===== config.mk =====
export PLATFORM = sky130hd
export DESIGN_NAME = avalon_st_to_sdram_burst_writer_flat
export DESIGN_NICKNAME = d
export VERILOG_FILES = /design/src/rtl/avalon_st_to_sdram_burst_writer_if.sv /design/src/rtl/avalon_st_to_sdram_burst_writer.sv /design/src/flat_wrapper.sv
export SDC_FILE = /design/constraint.sdc
export NUM_CORES = 1
export LEC_CHECK = 0
export CAP_MARGIN = 10
export CORE_AREA = 10 10 254 256
export CTS_CLUSTER_DIAMETER = 80
export CTS_CLUSTER_SIZE = 16
export DETAILED_ROUTE_END_ITERATION = 6
export DIE_AREA = 0 0 264 266
export PLACE_DENSITY = 0.6
export SYNTH_ARGS = -nofsm -noshare
export SYNTH_HDL_FRONTEND = slang
export SYNTH_SLANG_ARGS = --single-unit

===== constraint.sdc =====
create_clock -name clock -period 2.5 [get_ports clock]
set_clock_uncertainty 0.05 [all_clocks]
set_input_delay 0.5 -clock clock [delete_from_list [all_inputs] [get_ports clock]]
set_output_delay 0.5 -clock clock [all_outputs]
set_load 0.02 [all_outputs]

===== src/rtl/avalon_st_to_sdram_burst_writer_if.sv =====
// ---------------------------------------------------------------------------
// avalon_st_to_sdram_burst_writer_if
//
// Bundles the three buses of the streaming-to-SDRAM write engine:
//   - command channel : st_instruction_valid/ready/addr/len
//   - data stream     : st_valid/st_data/st_ready (Avalon-ST sink)
//   - memory master   : mm_addr/byteenable/burstcount/write/writedata,
//                       mm_waitrequest (Avalon-MM burst master)
//
// Modports:
//   master : the writer engine (issues Avalon-MM bursts, sinks command/stream)
//   slave  : the environment around it (sources command/stream, acts as the
//            memory slave)
// ---------------------------------------------------------------------------
interface avalon_st_to_sdram_burst_writer_if #(
  parameter int DATA_W = 256,
  parameter int ADDR_W = 27,
  parameter int LEN_W  = 16
);
  // command channel
  logic                  st_instruction_valid;
  logic                  st_instruction_ready;
  logic [31:0]           st_instruction_addr;
  logic [LEN_W-1:0]      st_instruction_len;

  // data stream
  logic                  st_valid;
  logic [DATA_W-1:0]     st_data;
  logic                  st_ready;

  // Avalon-MM burst master
  logic [ADDR_W-1:0]     mm_addr;
  logic [DATA_W/8-1:0]   mm_byteenable;
  logic [7:0]            mm_burstcount;
  logic                  mm_write;
  logic [DATA_W-1:0]     mm_writedata;
  logic                  mm_waitrequest;

  modport master (
    input  st_instruction_valid,
    output st_instruction_ready,
    input  st_instruction_addr,
    input  st_instruction_len,
    input  st_valid,
    input  st_data,
    output st_ready,
    output mm_addr,
    output mm_byteenable,
    output mm_burstcount,
    output mm_write,
    output mm_writedata,
    input  mm_waitrequest
  );

  modport slave (
    output st_instruction_valid,
    input  st_instruction_ready,
    output st_instruction_addr,
    output st_instruction_len,
    output st_valid,
    output st_data,
    input  st_ready,
    input  mm_addr,
    input  mm_byteenable,
    input  mm_burstcount,
    input  mm_write,
    input  mm_writedata,
    output mm_waitrequest
  );
endinterface


===== src/rtl/avalon_st_to_sdram_burst_writer.sv =====
// ---------------------------------------------------------------------------
// avalon_st_to_sdram_burst_writer
//
// Accepts a command {byte address, beat count}, then drains that many beats
// from an Avalon-ST stream into Avalon-MM write bursts of at most MAX_BURST
// beats each. Long transfers are split into back-to-back bursts. A small
// CSR port exposes state, a burst counter, a beat counter and live status.
//
// Ports:
//   clock, reset   : single clock, synchronous active-high reset
//   bus (master)   : command channel, Avalon-ST sink, Avalon-MM burst master
//   done           : one-cycle pulse after the final beat of a command is
//                    accepted by the slave
//   csr_address    : CSR byte address (0, 4, 8, 12 decoded)
//   csr_read       : CSR read strobe (data is refreshed every cycle anyway)
//   csr_readdata   : registered CSR read data
// ---------------------------------------------------------------------------
module avalon_st_to_sdram_burst_writer #(
  parameter int DATA_W     = 256,
  parameter int ADDR_W     = 27,
  parameter int MAX_BURST  = 8,
  parameter int LEN_W      = 16,
  parameter int SWAP_BYTES = 1
) (
  input  logic        clock,
  input  logic        reset,
  avalon_st_to_sdram_burst_writer_if.master bus,
  output logic        done,
  input  logic [3:0]  csr_address,
  input  logic        csr_read,
  output logic [31:0] csr_readdata
);

  localparam int NUM_BYTES  = DATA_W / 8;
  localparam int BYTE_SHIFT = $clog2(NUM_BYTES);

  typedef enum logic {
    IDLE  = 1'b0,
    WRITE = 1'b1
  } state_t;

  state_t state_reg, state_next;

  // burst bookkeeping
  logic [ADDR_W-1:0]  addr_reg;
  logic [7:0]         burst_reg;
  logic [7:0]         load_left_reg;   // beats still to pull from the stream
  logic [7:0]         ack_left_reg;    // beats still to be accepted by slave
  logic [LEN_W-1:0]   total_reg;       // beats of the command not yet accepted

  // single-beat output register
  logic               mm_write_reg;
  logic [DATA_W-1:0]  writedata_reg;

  logic               done_reg;
  logic [31:0]        burst_cnt_reg;
  logic [31:0]        beat_cnt_reg;
  logic [31:0]        csr_readdata_reg;
  logic [31:0]        csr_readdata_next;

  // combinational helpers
  logic               instr_ready_c;
  logic               st_ready_c;
  logic               cmd_start;
  logic               load;
  logic               accept;
  logic               burst_end;
  logic               xfer_end;
  logic [31:0]        word_addr;
  logic [7:0]         cmd_burst;
  logic [7:0]         next_burst;
  logic [DATA_W-1:0]  swapped_data;
  logic               unused_inputs;

  // min(n, MAX_BURST), evaluated in 32 bits so a narrow LEN_W cannot
  // truncate the comparison.
  function automatic logic [7:0] clamp_burst(input logic [LEN_W-1:0] n);
    if (32'(n) > MAX_BURST) begin
      return 8'(MAX_BURST);
    end
    return 8'(n);
  endfunction

  // -------------------------------------------------------------------------
  // Byte reordering of the incoming beat (pure wiring)
  // -------------------------------------------------------------------------
  genvar gi;
  generate
    for (gi = 0; gi < NUM_BYTES; gi++) begin : g_byte
      if (SWAP_BYTES != 0) begin : g_swap
        assign swapped_data[gi*8 +: 8] = bus.st_data[(NUM_BYTES-1-gi)*8 +: 8];
      end else begin : g_pass
        assign swapped_data[gi*8 +: 8] = bus.st_data[gi*8 +: 8];
      end
    end
  endgenerate

  // -------------------------------------------------------------------------
  // Event decode
  // -------------------------------------------------------------------------
  assign cmd_start  = instr_ready_c && bus.st_instruction_valid &&
                      (bus.st_instruction_len != '0);
  assign load       = bus.st_valid && st_ready_c;
  assign accept     = mm_write_reg && !bus.mm_waitrequest;
  assign burst_end  = accept && (ack_left_reg == 8'd1);
  assign xfer_end   = burst_end && (total_reg == LEN_W'(1));

  // Low address bits select a byte inside a beat and are dropped here.
  assign word_addr  = bus.st_instruction_addr >> BYTE_SHIFT;
  assign cmd_burst  = clamp_burst(bus.st_instruction_len);
  assign next_burst = clamp_burst(total_reg - LEN_W'(1));

  // The read strobe carries no information: read data is refreshed each cycle.
  assign unused_inputs = csr_read;

  // -------------------------------------------------------------------------
  // FSM: state register
  // -------------------------------------------------------------------------
  always_ff @(posedge clock) begin
    if (reset) begin
      state_reg <= IDLE;
    end else begin
      state_reg <= state_next;
    end
  end

  // -------------------------------------------------------------------------
  // FSM: next state
  // -------------------------------------------------------------------------
  always_comb begin
    state_next = state_reg;
    case (state_reg)
      IDLE:    if (cmd_start) state_next = WRITE;
      WRITE:   if (xfer_end)  state_next = IDLE;
      default: state_next = IDLE;
    endcase
  end

  // -------------------------------------------------------------------------
  // FSM: combinational outputs
  // A new beat may be pulled while the output register is empty or is being
  // emptied this very cycle, so st_ready depends on mm_waitrequest directly.
  // -------------------------------------------------------------------------
  always_comb begin
    instr_ready_c = 1'b0;
    st_ready_c    = 1'b0;
    case (state_reg)
      IDLE:    instr_ready_c = 1'b1;
      WRITE:   st_ready_c    = (load_left_reg != 8'd0) &&
                               (!mm_write_reg || !bus.mm_waitrequest);
      default: ;
    endcase
  end

  // -------------------------------------------------------------------------
  // Datapath: burst bookkeeping, output register, counters
  // -------------------------------------------------------------------------
  always_ff @(posedge clock) begin
    if (reset) begin
      addr_reg      <= '0;
      burst_reg     <= '0;
      load_left_reg <= '0;
      ack_left_reg  <= '0;
      total_reg     <= '0;
      mm_write_reg  <= 1'b0;
      writedata_reg <= '0;
      done_reg      <= 1'b0;
      burst_cnt_reg <= '0;
      beat_cnt_reg  <= '0;
    end else begin
      done_reg <= xfer_end;

      if (cmd_start) begin
        addr_reg      <= ADDR_W'(word_addr);
        total_reg     <= bus.st_instruction_len;
        burst_reg     <= cmd_burst;
        load_left_reg <= cmd_burst;
        ack_left_reg  <= cmd_burst;
        burst_cnt_reg <= burst_cnt_reg + 32'd1;
      end

      if (state_reg == WRITE) begin
        // A loading beat takes priority: the register is refilled in the
        // same cycle the held beat leaves.
        if (load) begin
          writedata_reg <= swapped_data;
          mm_write_reg  <= 1'b1;
        end else if (accept) begin
          mm_write_reg  <= 1'b0;
        end

        if (accept) begin
          total_reg    <= total_reg - LEN_W'(1);
          beat_cnt_reg <= beat_cnt_reg + 32'd1;
        end

        // On the last accept of a burst nothing can load (load_left is
        // already zero), so reloading both counters here is safe. The
        // following cycle pulls the first beat of the next burst, which
        // leaves exactly one idle cycle on mm_write.
        if (burst_end && !xfer_end) begin
          addr_reg      <= addr_reg + ADDR_W'(burst_reg);
          burst_reg     <= next_burst;
          load_left_reg <= next_burst;
          ack_left_reg  <= next_burst;
          burst_cnt_reg <= burst_cnt_reg + 32'd1;
        end else begin
          if (load) begin
            load_left_reg <= load_left_reg - 8'd1;
          end
          if (accept) begin
            ack_left_reg <= ack_left_reg - 8'd1;
          end
        end
      end
    end
  end

  // -------------------------------------------------------------------------
  // CSR read mux, registered every cycle
  // -------------------------------------------------------------------------
  always_comb begin
    csr_readdata_next = 32'hDEAD_BEEF;
    case (csr_address)
      4'd0:  csr_readdata_next = {31'b0, state_reg == WRITE};
      4'd4:  csr_readdata_next = burst_cnt_reg;
      4'd8:  csr_readdata_next = beat_cnt_reg;
      4'd12: csr_readdata_next = {22'b0, done_reg, mm_write_reg,
                                  bus.mm_waitrequest, bus.st_instruction_valid,
                                  instr_ready_c, bus.st_valid, st_ready_c,
                                  3'b0};
      default: csr_readdata_next = 32'hDEAD_BEEF;
    endcase
  end

  always_ff @(posedge clock) begin
    if (reset) begin
      csr_readdata_reg <= '0;
    end else begin
      csr_readdata_reg <= csr_readdata_next;
    end
  end

  // -------------------------------------------------------------------------
  // Output drive
  // -------------------------------------------------------------------------
  assign bus.st_instruction_ready = instr_ready_c;
  assign bus.st_ready             = st_ready_c;
  assign bus.mm_addr              = addr_reg;
  assign bus.mm_burstcount        = burst_reg;
  assign bus.mm_write             = mm_write_reg;
  assign bus.mm_writedata         = writedata_reg;
  assign bus.mm_byteenable        = {NUM_BYTES{mm_write_reg}};
  assign done                     = done_reg;
  assign csr_readdata             = csr_readdata_reg;

endmodule


===== src/flat_wrapper.sv =====
// flat-port wrapper written by rule: the top's interface ports become plain ports
module avalon_st_to_sdram_burst_writer_flat 
#(
  parameter int DATA_W     = 256,
  parameter int ADDR_W     = 27,
  parameter int MAX_BURST  = 8,
  parameter int LEN_W      = 16,
  parameter int SWAP_BYTES = 1
)
  (clock, reset, done, csr_address, csr_read, csr_readdata, bus_st_instruction_valid, bus_st_instruction_ready, bus_st_instruction_addr, bus_st_instruction_len, bus_st_valid, bus_st_data, bus_st_ready, bus_mm_addr, bus_mm_byteenable, bus_mm_burstcount, bus_mm_write, bus_mm_writedata, bus_mm_waitrequest);
  avalon_st_to_sdram_burst_writer_if #(.DATA_W(DATA_W), .ADDR_W(ADDR_W), .LEN_W(LEN_W)) bus_i ();
  input  logic clock;
  input  logic reset;
  output logic done;
  input  logic [3:0] csr_address;
  input  logic csr_read;
  output logic [31:0] csr_readdata;
  input wire logic [$bits(bus_i.st_instruction_valid)-1:0] bus_st_instruction_valid;
  output wire logic [$bits(bus_i.st_instruction_ready)-1:0] bus_st_instruction_ready;
  input wire logic [$bits(bus_i.st_instruction_addr)-1:0] bus_st_instruction_addr;
  input wire logic [$bits(bus_i.st_instruction_len)-1:0] bus_st_instruction_len;
  input wire logic [$bits(bus_i.st_valid)-1:0] bus_st_valid;
  input wire logic [$bits(bus_i.st_data)-1:0] bus_st_data;
  output wire logic [$bits(bus_i.st_ready)-1:0] bus_st_ready;
  output wire logic [$bits(bus_i.mm_addr)-1:0] bus_mm_addr;
  output wire logic [$bits(bus_i.mm_byteenable)-1:0] bus_mm_byteenable;
  output wire logic [$bits(bus_i.mm_burstcount)-1:0] bus_mm_burstcount;
  output wire logic [$bits(bus_i.mm_write)-1:0] bus_mm_write;
  output wire logic [$bits(bus_i.mm_writedata)-1:0] bus_mm_writedata;
  input wire logic [$bits(bus_i.mm_waitrequest)-1:0] bus_mm_waitrequest;
  assign bus_i.st_instruction_valid = bus_st_instruction_valid;
  assign bus_st_instruction_ready = bus_i.st_instruction_ready;
  assign bus_i.st_instruction_addr = bus_st_instruction_addr;
  assign bus_i.st_instruction_len = bus_st_instruction_len;
  assign bus_i.st_valid = bus_st_valid;
  assign bus_i.st_data = bus_st_data;
  assign bus_st_ready = bus_i.st_ready;
  assign bus_mm_addr = bus_i.mm_addr;
  assign bus_mm_byteenable = bus_i.mm_byteenable;
  assign bus_mm_burstcount = bus_i.mm_burstcount;
  assign bus_mm_write = bus_i.mm_write;
  assign bus_mm_writedata = bus_i.mm_writedata;
  assign bus_i.mm_waitrequest = bus_mm_waitrequest;
  avalon_st_to_sdram_burst_writer #(.DATA_W(DATA_W), .ADDR_W(ADDR_W), .MAX_BURST(MAX_BURST), .LEN_W(LEN_W), .SWAP_BYTES(SWAP_BYTES)) u_core (.clock(clock), .reset(reset), .bus(bus_i), .done(done), .csr_address(csr_address), .csr_read(csr_read), .csr_readdata(csr_readdata));
endmodule

* After elaboration in Yosys (flattened, before gate mapping)
Index checks and enable logic that the tools add are counted.
** Cells by class
- $add $sub $neg :: 6
- $lt $le $gt $ge :: 2
- Equality and inequality tests :: 5
- Muxes and demuxes :: 34
- Bitwise gates (word level) :: 1
- Reductions and logical operators :: 19
** Operator list (count)
- $pmux 32 s4 :: 1
- $mux 8 :: 15
- $mux 32 :: 3
- $mux 27 :: 3
- $add 32x1->32 const B :: 2
- $mux 16 :: 3
- $gt 16x4->1 const B :: 2
- $add 27x8->27 :: 1
- $eq 16x1->1 const B :: 1
- $reduce_bool 16->1 :: 1
- $sub 16x1->16 const B :: 1
- $sub 8x1->8 const B :: 2
- $eq 4x4->1 const B :: 2
- $eq 8x1->1 const B :: 1
- $logic_and 1x1->1 :: 8
- $mux 1 :: 8
- $reduce_bool 8->1 :: 1
- $reduce_and 2->1 :: 3
- $eq 4x3->1 const B :: 1
- $logic_not 4->1 :: 1
- $logic_not 1->1 :: 3
- $pmux 1 s2 :: 1
- $reduce_bool 2->1 :: 1
- $logic_or 1x1->1 :: 1
- $not 1->1 :: 1
** Storage, ports and cells
- Bits in registers :: 422
- Logic and storage cells :: 79

* Logic depth before layout (Yosys ltp)
Gate-level depths: netlist of the first run.
- Word-level depth :: 8
- Mapped depth :: 10
- Gate-level depth less buffers :: 9

* Worst setup path before layout of the first run
No wires, ideal clock.
- Path kind :: reg2reg
- Start :: reg u_core.mm_write_reg (netlist: u_core.bus.mm_write)
- End :: reg u_core.addr_reg[19] (netlist: u_core.bus.mm_addr[19])
- Arrival time :: 2.555 ns
- Setup slack :: -0.180 ns
- Stages on the path, launching flop included :: 9
- Path buffers :: 2
- Period minus slack after synthesis :: 2.680 ns
- Path through :: dfxtp_1 and2b_1 nand4_1 a31oi_2 buf_4 nand2_1 buf_2 or3_1 a31oi_1
** On the way
- Word-level cells in the longest chain between the ends :: 7
** Ends and longest elaborated chain
- start, declared :: RTL line avalon_st_to_sdram_burst_writer.sv:52 : logic mm_write_reg;
- start signal, assigned :: RTL line avalon_st_to_sdram_burst_writer.sv:165 : mm_write_reg <= 1'b0;
- start signal, assigned :: RTL line avalon_st_to_sdram_burst_writer.sv:187 : mm_write_reg <= 1'b1;
- start signal, assigned :: RTL line avalon_st_to_sdram_burst_writer.sv:189 : mm_write_reg <= 1'b0;
- $logic_and 1x1->1 * :: RTL line avalon_st_to_sdram_burst_writer.sv:104 : assign accept = mm_write_reg && !bus.mm_waitrequest;
- $logic_and 1x1->1 * :: RTL line avalon_st_to_sdram_burst_writer.sv:105 : assign burst_end = accept && (ack_left_reg == 8'd1);
- $logic_and 1x1->1 :: RTL line avalon_st_to_sdram_burst_writer.sv:106 : assign xfer_end = burst_end && (total_reg == LEN_W'(1));
- $logic_not 1->1 :: RTL line avalon_st_to_sdram_burst_writer.sv:201 : if (burst_end && !xfer_end) begin
- $logic_and 1x1->1 * :: RTL line avalon_st_to_sdram_burst_writer.sv:201
- $mux 27 * :: RTL line avalon_st_to_sdram_burst_writer.sv:201
- $mux 27 * :: RTL line avalon_st_to_sdram_burst_writer.sv:182 : if (state_reg == WRITE) begin
- end signal, assigned :: RTL line avalon_st_to_sdram_burst_writer.sv:174 : addr_reg <= ADDR_W'(word_addr);
- end signal, assigned :: RTL line avalon_st_to_sdram_burst_writer.sv:202 : addr_reg <= addr_reg + ADDR_W'(burst_reg);
- end, declared :: RTL line avalon_st_to_sdram_burst_writer.sv:45 : logic [ADDR_W-1:0] addr_reg;
Every way passes the cells marked *; elsewhere a longest branch is shown, timed or not.
A chain may end at the register's enable or synchronous reset.

* Worst setup path after layout of the first run
- Start :: in bus_st_instruction_len[10]
- End :: reg u_core.ack_left_reg[2]
** On the way
- Word-level cells in the longest chain between the ends :: 7
** Ends and longest elaborated chain
- start, declared :: RTL line flat_wrapper.sv:21 : input wire logic [$bits(bus_i.st_instruction_len)-1:0] bus_st_instruction_len;
- $gt 16x4->1 :: RTL line avalon_st_to_sdram_burst_writer.sv:78 : if (32'(n) > MAX_BURST) begin
- $mux 1 :: RTL line avalon_st_to_sdram_burst_writer.sv:78
- $mux 8 :: RTL line avalon_st_to_sdram_burst_writer.sv:81 : return 8'(n);
- $mux 8 * :: RTL line avalon_st_to_sdram_burst_writer.sv:173 : if (cmd_start) begin
- $mux 8 :: RTL line avalon_st_to_sdram_burst_writer.sv:211 : if (accept) begin
- $mux 8 :: RTL line avalon_st_to_sdram_burst_writer.sv:201
- $mux 8 * :: RTL line avalon_st_to_sdram_burst_writer.sv:182
- end signal, assigned :: RTL line avalon_st_to_sdram_burst_writer.sv:178 : ack_left_reg <= cmd_burst;
- end signal, assigned :: RTL line avalon_st_to_sdram_burst_writer.sv:205 : ack_left_reg <= next_burst;
- end signal, assigned :: RTL line avalon_st_to_sdram_burst_writer.sv:212 : ack_left_reg <= ack_left_reg - 8'd1;
- end, declared :: RTL line avalon_st_to_sdram_burst_writer.sv:48 : logic [7:0] ack_left_reg;
Marks and branches as above.

==> results_dict.tcl, run 1 <==
set metrics [dict create \
    outcome "finished, final reports clean" \
    htreeDepth 2 \
    leakagePower_nw 9.48 \
    num_rows 90 \
    fin_setup_tns_ps 0 \
    ys_async_sr_fraction 0 \
    synth_top_area_frac 0.481 \
    cts_tree "yes" \
    cp_max_fo 12 \
    final_hold_viol_count 0 \
    fmaxAchievable_mhz 407 \
    final_cell_mix "clkdlybuf4s50_1, nand2_1, dfxtp_1, a21oi_1, buf_4" \
    clk_latency_ps 550 \
    path_clk_slew_ps 80 \
    relSlewSlack 0.520 \
    grt_max_degree 149 \
    setup_viol 0 \
    rsz0062_at_grt "true" \
    r2r-end "u_core.ack_left_reg[2]" \
    clockBufferDepth 3 \
    io-pin-count 673 \
    drc 0 \
    finalCriticalPeriod_ps 2460 \
    fin_nets 3206 \
    hp-class "in2reg" \
    die_area_um2 70200 \
    track_usage 0.191 \
    grt_pass1_vias 18100 \
    hpwl_um 55200 \
    layout_commonest_cell "clkdlybuf4s50_1" \
    syn_area_per_cell_um2 8.06 \
    reg2reg_slack_ps 70 \
    worstReg2RegStart "u_core.total_reg[10]" \
    maxCapViolCount 0 \
    power_density_nw_per_um2 564 \
    grt_pass1_wl_um 108000 \
    cts_root_buf "clkbuf_16" \
    drv_slew 0 \
    ff2ff_path_depth 7 \
    initial_core_util 0.294 \
    cts.sinks 422 \
    tightest_slew_ps 719 \
    startpoint_type "primary input" \
    die_w_um 264 \
    die_h_um 266 \
    ant_nets 0 \
    max_stage_delay_ps 460 \
    ys_warn_count 0 \
    path_common_cell "buf_4" \
    critPathSlowestCell "o41a_2" \
    timing.final.crit_share 0.982 \
    vias 18200 \
    crit_chain "clkdlybuf4s50_1 > nor4_2 > buf_4 > nand4b_1 > o41a_2 > buf_4 > and3_1 > or4_1 > o31ai_1" \
    avgViaCountPerCell 4.97 \
    synth_area_um2 17500 \
    routed_wl_um 71500 \
    ys_seq_area_frac 0.481 \
    largest_register_ffs 256 \
    synth_top_area_cell "dfxtp_1" \
    power.total_mw 15.3 \
    worstPathArrival_ps 2880 \
    crit_path_end "u_core.ack_left_reg[2]" \
    synth_edf_count 0 \
    ys.flop_type "dfxtp_1" \
    ys_ff_latch 422 \
    use_met3 0.0553 \
    portBuffers 666 \
    yosys-top-cells-area "dfxtp_1, nand2_1, a21oi_1, nor2_1, clkbuf_1" \
    grtUsageMet1 0.213 \
    yosysUniqueCellTypes 79 \
    syn-num-nets 2508 \
    antenna_found_initial 3 \
    synth_cells 2177 \
    top_usage_layer "met2" \
    ir_drop_v 0.000486 \
    coreArea_um2 59700 \
    cp.required_ps 2920 \
    wl_per_cell_um 19.5 \
    cts_buffers 35 \
    first_pass_iters 7 \
    use_met2 0.342 \
    area_growth_pct 54.3 \
    drt_iter0_markers 1189 \
    endpoint_kind "flip-flop" \
    postCtsHoldBufs 0 \
    grt-ovfl-total 0 \
    startpoint "bus_st_instruction_len[10]" \
    crit_type "in2reg" \
    gp_congestion 0.864 \
    drive_gt1_frac 0.0971 \
]
[layout make-up]
type,count,area [µm²]
fillers,5819,32600
flip-flops and latches,422,8450
multi-input cells,1548,8250
repair buffers,842,8230
well taps,782,978
clock buffers,36,890
clock inverters,10,160
inverters,26,97.6
diodes,2,5.00
[how the worst min path moves through the flow]
stage                     cells past startpoint  slack (ps)                          from                      endpoint
after floorplan                               2         410      u_core.burst_cnt_reg[31]      u_core.burst_cnt_reg[31]
final                                         2         270                         reset      u_core.burst_cnt_reg[20]
after global placement                        2         390  u_core.bus.mm_writedata[180]  u_core.bus.mm_writedata[180]
after detailed placement                      2         400  u_core.bus.mm_writedata[101]  u_core.bus.mm_writedata[101]
after global routing                          2         240                         reset      u_core.burst_cnt_reg[20]
after CTS                                     2         220                         reset      u_core.burst_cnt_reg[20]
[layer usage]
metal	wire length, µm	up-vias
met4	2130	2
met5	18	-
met1	27500	8688
met3	5610	101
li1	-	8809
met2	36300	639
[cells in the mapped netlist, types with 3 or more instances]
| master | instances |
|---|---|
| nand2_1 | 615 |
| dfxtp_1 | 422 |
| a21oi_1 | 331 |
| nor2_1 | 104 |
| clkbuf_1 | 97 |
| buf_2 | 40 |
| xor2_1 | 40 |
| buf_4 | 38 |
| o21ai_0 | 38 |
| a22oi_1 | 37 |
| nand3_1 | 36 |
| and3_1 | 27 |
| or3_1 | 27 |
| inv_1 | 26 |
| nand4_1 | 25 |
| a31oi_1 | 22 |
| xnor2_1 | 22 |
| nor3_1 | 21 |
| a211oi_1 | 16 |
| ha_1 | 16 |
| o211ai_1 | 16 |
| nor4_1 | 13 |
| a32oi_1 | 9 |
| o31ai_1 | 9 |
| or4_1 | 9 |
| a311oi_1 | 8 |
| mux2_2 | 7 |
| nor2b_1 | 7 |
| o2111ai_1 | 7 |
| o311ai_0 | 6 |
| a31o_2 | 5 |
| and4_1 | 5 |
| a21o_1 | 4 |
| buf_1 | 4 |
| o21a_1 | 4 |
| a21boi_0 | 3 |
| and2_1 | 3 |
| mux2i_1 | 3 |
| o211a_1 | 3 |
| o211ai_2 | 3 |
| o22ai_1 | 3 |
[through the flow]
step | cell area [µm²] | cells | hold slack (ps) | setup WS (ps) | utilization
2_1_floorplan | 17500 | 2177 | 409 | 153 | -
3_3_place_gp | 25800 | 3613 | 391 | -519 | 0.433
3_5_place_dp | 25800 | 3613 | 396 | -548 | 0.433
4_1_cts | 26900 | 3660 | 223 | -7.35 | 0.451
5_1_grt | 27100 | 3668 | 244 | -48.7 | 0.454
6_report | 27100 | 3668 | 267 | 44.6 | 0.454
[worst max-delay path: cells and delay by family]
| kind | cells | cell delay [ps] |
|---|---|---|
| AOI/OAI and AO/OA | 2 | 540 |
| buffers and inverters | 3 | 800 |
| and+or+nand+nor | 4 | 1030 |
[timing repair]
action | CTS | global route
gates cloned | 0 | 0
resized for setup | 10 | 27
endpoints found under the setup margin | 4 | 118
pin swaps | 1 | 5
setup buffers | 1 | 6
[power breakdown]
group	leakage, nW	total (mW)	switching [mW]	internal (mW)
Clock	0.511	5.49	2.59	2.89
Combinational	5.55	2.66	1.33	1.33
Sequential	3.43	7.12	0.166	6.95
Total	9.48	15.3	4.09	11.2
[logic make-up after synthesis]
| logic type | share of synthesized area |
|---|---|
| simple gates | 0.227 |
| compound gates | 0.185 |
| flops | 0.481 |
| buf+inv | 0.0561 |
| xor+xnor | 0.0309 |
| fa+ha+maj | 0.0125 |
| mux | 0.00620 |
(Power assumes the default switching activity.)
==> inputs of run 2 (changes only) <==
--- a/config.mk
+++ b/config.mk
@@ -6,12 +6,14 @@
 export NUM_CORES = 1
 export LEC_CHECK = 0
 export CAP_MARGIN = 10
-export CORE_AREA = 10 10 254 256
+export CELL_PAD_IN_SITES_DETAIL_PLACEMENT = 1
+export CELL_PAD_IN_SITES_GLOBAL_PLACEMENT = 1
+export CORE_MARGIN = 10
+export CORE_UTILIZATION = 28
 export CTS_CLUSTER_DIAMETER = 80
 export CTS_CLUSTER_SIZE = 16
 export DETAILED_ROUTE_END_ITERATION = 6
-export DIE_AREA = 0 0 264 266
-export PLACE_DENSITY = 0.6
+export PLACE_DENSITY = 0.76
 export SYNTH_ARGS = -nofsm -noshare
 export SYNTH_HDL_FRONTEND = slang
 export SYNTH_SLANG_ARGS = --single-unit
==> run 2 against run 1 <==
  * Critical path depth is the same
  * Clock-buffer cell count grew 2
  * Global-route usage grew 2.1 points
  * Register-to-register slack lost 40 ps
  * Sequential share of layout area shrank 0.28 points
  * Combinational power grew 3%
  * Cell count grew 1.6%
  * Sequential power is essentially flat
  * Hold slack lost 75 ps
  * Die area grew 4.1%
  * Fmax shrank 0.79%
  * Total power grew 1.7%
  * Critical path type is now reg2reg
==> results_dict.tcl, run 2 (synthesis results as in run 1) <==
set metrics [dict create \
    outcome "finished, final reports clean" \
    finalCriticalPeriod_ps 2470 \
    fin_setup_tns_ps 0 \
    maxCapViolCount 0 \
    routed_wl_um 82300 \
    avgViaCountPerCell 4.99 \
    clockBufferDepth 3 \
    grt_max_degree 186 \
    drt_iter0_markers 1093 \
    final_hold_viol_count 0 \
    cp.required_ps 2920 \
    worstPathArrival_ps 2900 \
    gp_congestion 0.897 \
    cts_buffers 36 \
    htreeDepth 2 \
    p_sw_frac 0.277 \
    coreArea_um2 61800 \
    grt_pass1_wl_um 122000 \
    power_frac_comb 0.176 \
    timing.final.crit_share 0.990 \
    tightest_slew_ps 875 \
    setup_ws_ps 25.1 \
    first_pass_iters 5 \
    postCtsHoldBufs 0 \
    path_clk_slew_ps 80 \
    largest_register_ffs 256 \
    crit_chain "inv_1 > ha_1 > nor4b_4 > nand4_1 > buf_4 > a31o_4 > or3_1 > or4_1 > o2111ai_1" \
    place_ws_ps -839 \
    cts_root_buf "clkbuf_16" \
    ir_drop_v 0.000476 \
    grt_pass1_vias 19800 \
    setup_viol 0 \
    fin_nets 3198 \
    fmaxAchievable_mhz 404 \
    leakagePower_nw 9.58 \
    endpoint_kind "flip-flop" \
    cts.sinks 422 \
    crit_type "reg2reg" \
    hp-class "in2reg" \
    power_density_nw_per_um2 569 \
    placed_area_um2 25800 \
    track_usage 0.212 \
    multi_input_area_um2 8340 \
    clkPwrFrac 0.365 \
    io-pin-count 673 \
    reg2reg_slack_ps 30 \
    vias 18600 \
    clk_latency_ps 550 \
    final_core_util 0.442 \
    cp_max_fo 5 \
    initial_core_util 0.284 \
    portBuffers 666 \
    placed_cells 3652 \
    area_growth_pct 55.7 \
    seqPwrFrac 0.459 \
    cts_tree "yes" \
    layout_commonest_cell "clkdlybuf4s50_1" \
    p_switching_mw 4.30 \
    die_w_um 270 \
    die_h_um 270 \
    hpwl_um 62600 \
    critPathSlowestCell "or4_1" \
    fin_area_um2 27300 \
    internal_power_mw 11.2 \
    antenna_found_initial 18 \
    final_cell_mix "clkdlybuf4s50_1, nand2_1, dfxtp_1, a21oi_1, buf_4" \
    finalNonFillerCells 3728 \
    drc 0 \
    grt-ovfl-total 0 \
    max_stage_delay_ps 420 \
    n_fill_cell 7260 \
    startpoint_type "flip-flop" \
    ant_nets 0 \
    num_rows 91 \
    relSlewSlack 0.416 \
    drive_gt1_frac 0.0966 \
    regArea_um2 8450 \
    drv_slew 0 \
    wl_per_cell_um 22.1 \
    die_area_um2 73100 \
]
-- run 2: per-stage QoR --
stage	hold WS, ps	power, mW
after floorplan	409	8.41
after global placement	391	9.86
after detailed placement	396	9.94
after CTS	154	15.7
after global routing	172	16.2
final	192	15.5
-- run 2: final cells by class --
class                   count  share of cell area
clock buffers              38              0.0344
well taps                 837              0.0383
flip-flops and latches    422               0.309
multi-input cells        1548               0.305
clock inverters            10             0.00527
diodes                     14             0.00128
repair buffers            833               0.302
inverters                  26             0.00357
-- run 2: critical path, delay by kind of cell, from the launching register on --
kind | cells | cell delay [ps]
compound gates | 2 | 370
flops | 1 | 320
fa+ha+maj | 1 | 180
simple gates | 4 | 1160
buf+inv | 2 | 330
-- run 2: per-layer routing --
metal  wire (µm)  global-route usage  vias up
met5          66                   0        -
met4        3670              0.0985       12
met3        6270              0.0628      164
met2       41300               0.374      585
met1       31000               0.230     9027
li1            -                   -     8803
-- run 2: what timing repair did --
item	CTS	global route
setup buffers	3	10
pin swaps	5	14
gates resized for setup	30	36
cloned	0	2
endpoints found under the setup margin	107	102
-- run 2: power by group through the flow --
stage	registers (mW)	clock network, mW	logic (mW)
2_1_floorplan	7.50	0	0.908
3_3_place_gp	7.26	0	2.60
3_5_place_dp	7.28	0	2.66
4_1_cts	7.12	5.84	2.70
5_1_grt	7.16	6.11	2.92
6_report	7.13	5.67	2.74
-- run 2: path summary, 6_finish.rpt --
check                              start                           to  cells past startpoint
max               u_core.ack_left_reg[1]       u_core.bus.mm_addr[26]                      9
min                                reset       u_core.bus.mm_addr[21]                      2
max reg2reg       u_core.ack_left_reg[1]       u_core.bus.mm_addr[26]                      9
min reg2reg  u_core.bus.mm_writedata[83]  u_core.bus.mm_writedata[83]                      2
==> inputs of run 3 (changes only) <==
--- a/config.mk
+++ b/config.mk
@@ -5,15 +5,16 @@
 export SDC_FILE = /design/constraint.sdc
 export NUM_CORES = 1
 export LEC_CHECK = 0
+export ABC_AREA = 1
 export CAP_MARGIN = 10
 export CELL_PAD_IN_SITES_DETAIL_PLACEMENT = 1
 export CELL_PAD_IN_SITES_GLOBAL_PLACEMENT = 1
-export CORE_MARGIN = 10
+export CORE_MARGIN = 2
 export CORE_UTILIZATION = 28
 export CTS_CLUSTER_DIAMETER = 80
 export CTS_CLUSTER_SIZE = 16
 export DETAILED_ROUTE_END_ITERATION = 6
-export PLACE_DENSITY = 0.76
+export PLACE_DENSITY = 0.77
 export SYNTH_ARGS = -nofsm -noshare
 export SYNTH_HDL_FRONTEND = slang
 export SYNTH_SLANG_ARGS = --single-unit
==> run 3 against run 2 <==
  * Sequential cell count is the same
  * Highest routed layer unchanged
  * Largest cell class unchanged
  * Critical path type unchanged
  * Die area shrank 7.8%
  * Combinational power grew 9.1%
==> results_dict.tcl, run 3 <==
set metrics [dict create \
    multi_input_area_um2 8420 \
    cts_tree "yes" \
    reg2reg_slack_ps 50 \
    antenna_found_initial 9 \
    outcome "finished, final reports clean" \
    yosysUniqueCellTypes 44 \
    yosysMostFrequentCell "nand2_1" \
    largest_register_ffs 256 \
    io-pin-count 673 \
    ir_drop_v 0.000553 \
    grt_pass1_vias 19900 \
    synth_cells 2563 \
    cts.sinks 422 \
    path_clk_slew_ps 70 \
    place_ws_ps -152 \
    num_rows 93 \
    grt_max_degree 126 \
    final_hold_viol_count 0 \
    holdWs_ps 250 \
    area_growth_pct 49.9 \
    regArea_um2 8450 \
    hp-class "in2reg" \
    tightest_slew_ps 784 \
    vias 19500 \
    ant_nets 0 \
    die_w_um 260 \
    leakagePower_nw 10.2 \
    cts_root_buf "clkbuf_16" \
    drt_iter0_markers 1052 \
    cp.depth 10 \
    cp_max_fo 119 \
    fin_nets 3535 \
    syn_area_per_cell_um2 7.13 \
    power_density_nw_per_um2 582 \
    clockBufferDepth 3 \
    routed_wl_um 84700 \
    crit_type "reg2reg" \
    crit_family "buffers and inverters" \
    wl_per_cell_um 20.8 \
    cts_buffers 37 \
    die_h_um 260 \
    grt_pass1_wl_um 125000 \
    timing.final.crit_share 0.980 \
    placed_cells 4018 \
    synth_edf_count 0 \
    crit_path_end "u_core.bus.mm_writedata[254]" \
    synth_common_cells "nand2_1, dfxtp_1, a21oi_1, inv_1, nor2_1" \
    cp.required_ps 2920 \
    fmaxAchievable_mhz 408 \
    critPathSlowestCell "dfxtp_1" \
    synth_top_area_frac 0.462 \
    die_area_um2 67300 \
    drc 0 \
    postCtsHoldBufs 0 \
    ys.flop_type "dfxtp_1" \
    startpoint "u_core.load_left_reg[3]" \
    hpwl_um 65700 \
    drive_gt1_frac 0.0662 \
    ys_warn_count 0 \
    worstPathArrival_ps 2870 \
    r2r-end "u_core.bus.mm_writedata[254]" \
    placed_area_um2 26300 \
    layout_commonest_cell "nand2_1" \
    path_buf_inv 4 \
    finalCriticalPeriod_ps 2450 \
    track_usage 0.242 \
    endpoint_kind "flip-flop" \
    htreeDepth 2 \
    max_stage_delay_ps 350 \
    initial_core_util 0.284 \
    portBuffers 666 \
    coreArea_um2 64500 \
    avgViaCountPerCell 4.79 \
    setup_viol 0 \
    crit_chain "inv_2 > nand2_1 > nor3_2 > nand4_1 > buf_4 > buf_4 > nand3_4 > buf_12 > nand2_1 > a21oi_1" \
    final_cell_mix "nand2_1, clkdlybuf4s50_1, dfxtp_1, a21oi_1, nor2_1" \
    worstReg2RegStart "u_core.load_left_reg[3]" \
    setup_ws_ps 49.9 \
    drv_slew 0 \
    ys_ff_latch 422 \
    startpoint_type "flip-flop" \
    ff2ff_path_depth 10 \
    synth_top_area_cell "dfxtp_1" \
    syn-num-nets 2894 \
    finalNonFillerCells 4074 \
    yosys-top-cells-area "dfxtp_1, nand2_1, a21oi_1, inv_1, nor2_1" \
    ys_seq_area_frac 0.462 \
    relSlewSlack 0.478 \
    first_pass_iters 5 \
    clk_latency_ps 550 \
    rsz0062_at_grt "true" \
    synth_area_um2 18300 \
    maxCapViolCount 0 \
    fin_area_um2 27400 \
    n_fill_cell 7988 \
    power.total_mw 15.9 \
    gp_congestion 0.878 \
    ys_async_sr_fraction 0 \
    grt-ovfl-total 0 \
]
run 3: where the power goes:
group / switching (mW) / internal (mW) / total (mW) / leakage, nW
combinational: 1.65 / 1.34 / 2.99 / 6.22
sequential: 0.190 / 6.99 / 7.18 / 3.43
clock: 2.82 / 2.94 / 5.77 / 0.533
run 3: area by class of cell:
class / count / area share
diodes: 2 / 0.000183
flip-flops and latches: 422 / 0.308
clock inverters: 13 / 0.00598
clock buffers: 39 / 0.0341
repair buffers: 772 / 0.282
well taps: 855 / 0.0390
inverters: 166 / 0.0230
multi-input cells: 1805 / 0.307
run 3: cells by family (layout without fill, tap and decap cells):
kind of cell | Yosys count | count (layout) | synth area share
other | 0 | 2 | 0
DFF | 422 | 422 | 0.462
and+or+nand+nor | 1214 | 1214 | 0.275
xor gates and xnor gates | 32 | 32 | 0.0153
buffers and inverters | 336 | 990 | 0.0797
AOI/OAI and AO/OA | 542 | 542 | 0.156
adders and majority gates | 17 | 17 | 0.0120
run 3: worst min path at each step:
stage | startpoint | to | slack, ps | cells after the start
2_1_floorplan | u_core.burst_cnt_reg[31] | u_core.burst_cnt_reg[31] | 380 | 1
3_3_place_gp | u_core.burst_cnt_reg[31] | u_core.burst_cnt_reg[31] | 400 | 1
3_5_place_dp | u_core.bus.mm_writedata[0] | u_core.bus.mm_writedata[0] | 410 | 2
4_1_cts | reset | u_core.beat_cnt_reg[8] | 220 | 2
5_1_grt | reset | u_core.beat_cnt_reg[16] | 240 | 2
6_report | reset | u_core.beat_cnt_reg[11] | 250 | 2
run 3: what timing repair did:
| item | 4_1_cts | 5_1_grt |
|---|---|---|
| setup endpoints to repair | 34 | 18 |
| pin swaps | 1 | 3 |
| resized for setup | 38 | 20 |
| setup buffers | 1 | 1 |
run 3: worst reg2reg max path: stages (launching register included):
cell and delay (ps):
dfxtp_1 350, inv_2 70, nand2_1 60, nor3_2 130, nand4_1 290, buf_4 250, buf_4 130, nand3_4 120
buf_12 300, nand2_1 410, a21oi_1 200
run 3: stage by stage:
stage / utilization / TNS [ps]
floorplan: - / 0
global placement: 0.408 / -1400
detailed placement: 0.408 / -3770
CTS: 0.424 / 0
global route: 0.425 / -236
finish: 0.425 / 0
run 3: metal layers:
metal,GRT usage,part of all wire,vias to the layer above
li1,-,-,9538
met1,0.300,0.42,9395
met2,0.420,0.49,488
met3,0.0628,0.067,96
met4,0.0536,0.021,2
met5,0,0.00012,-
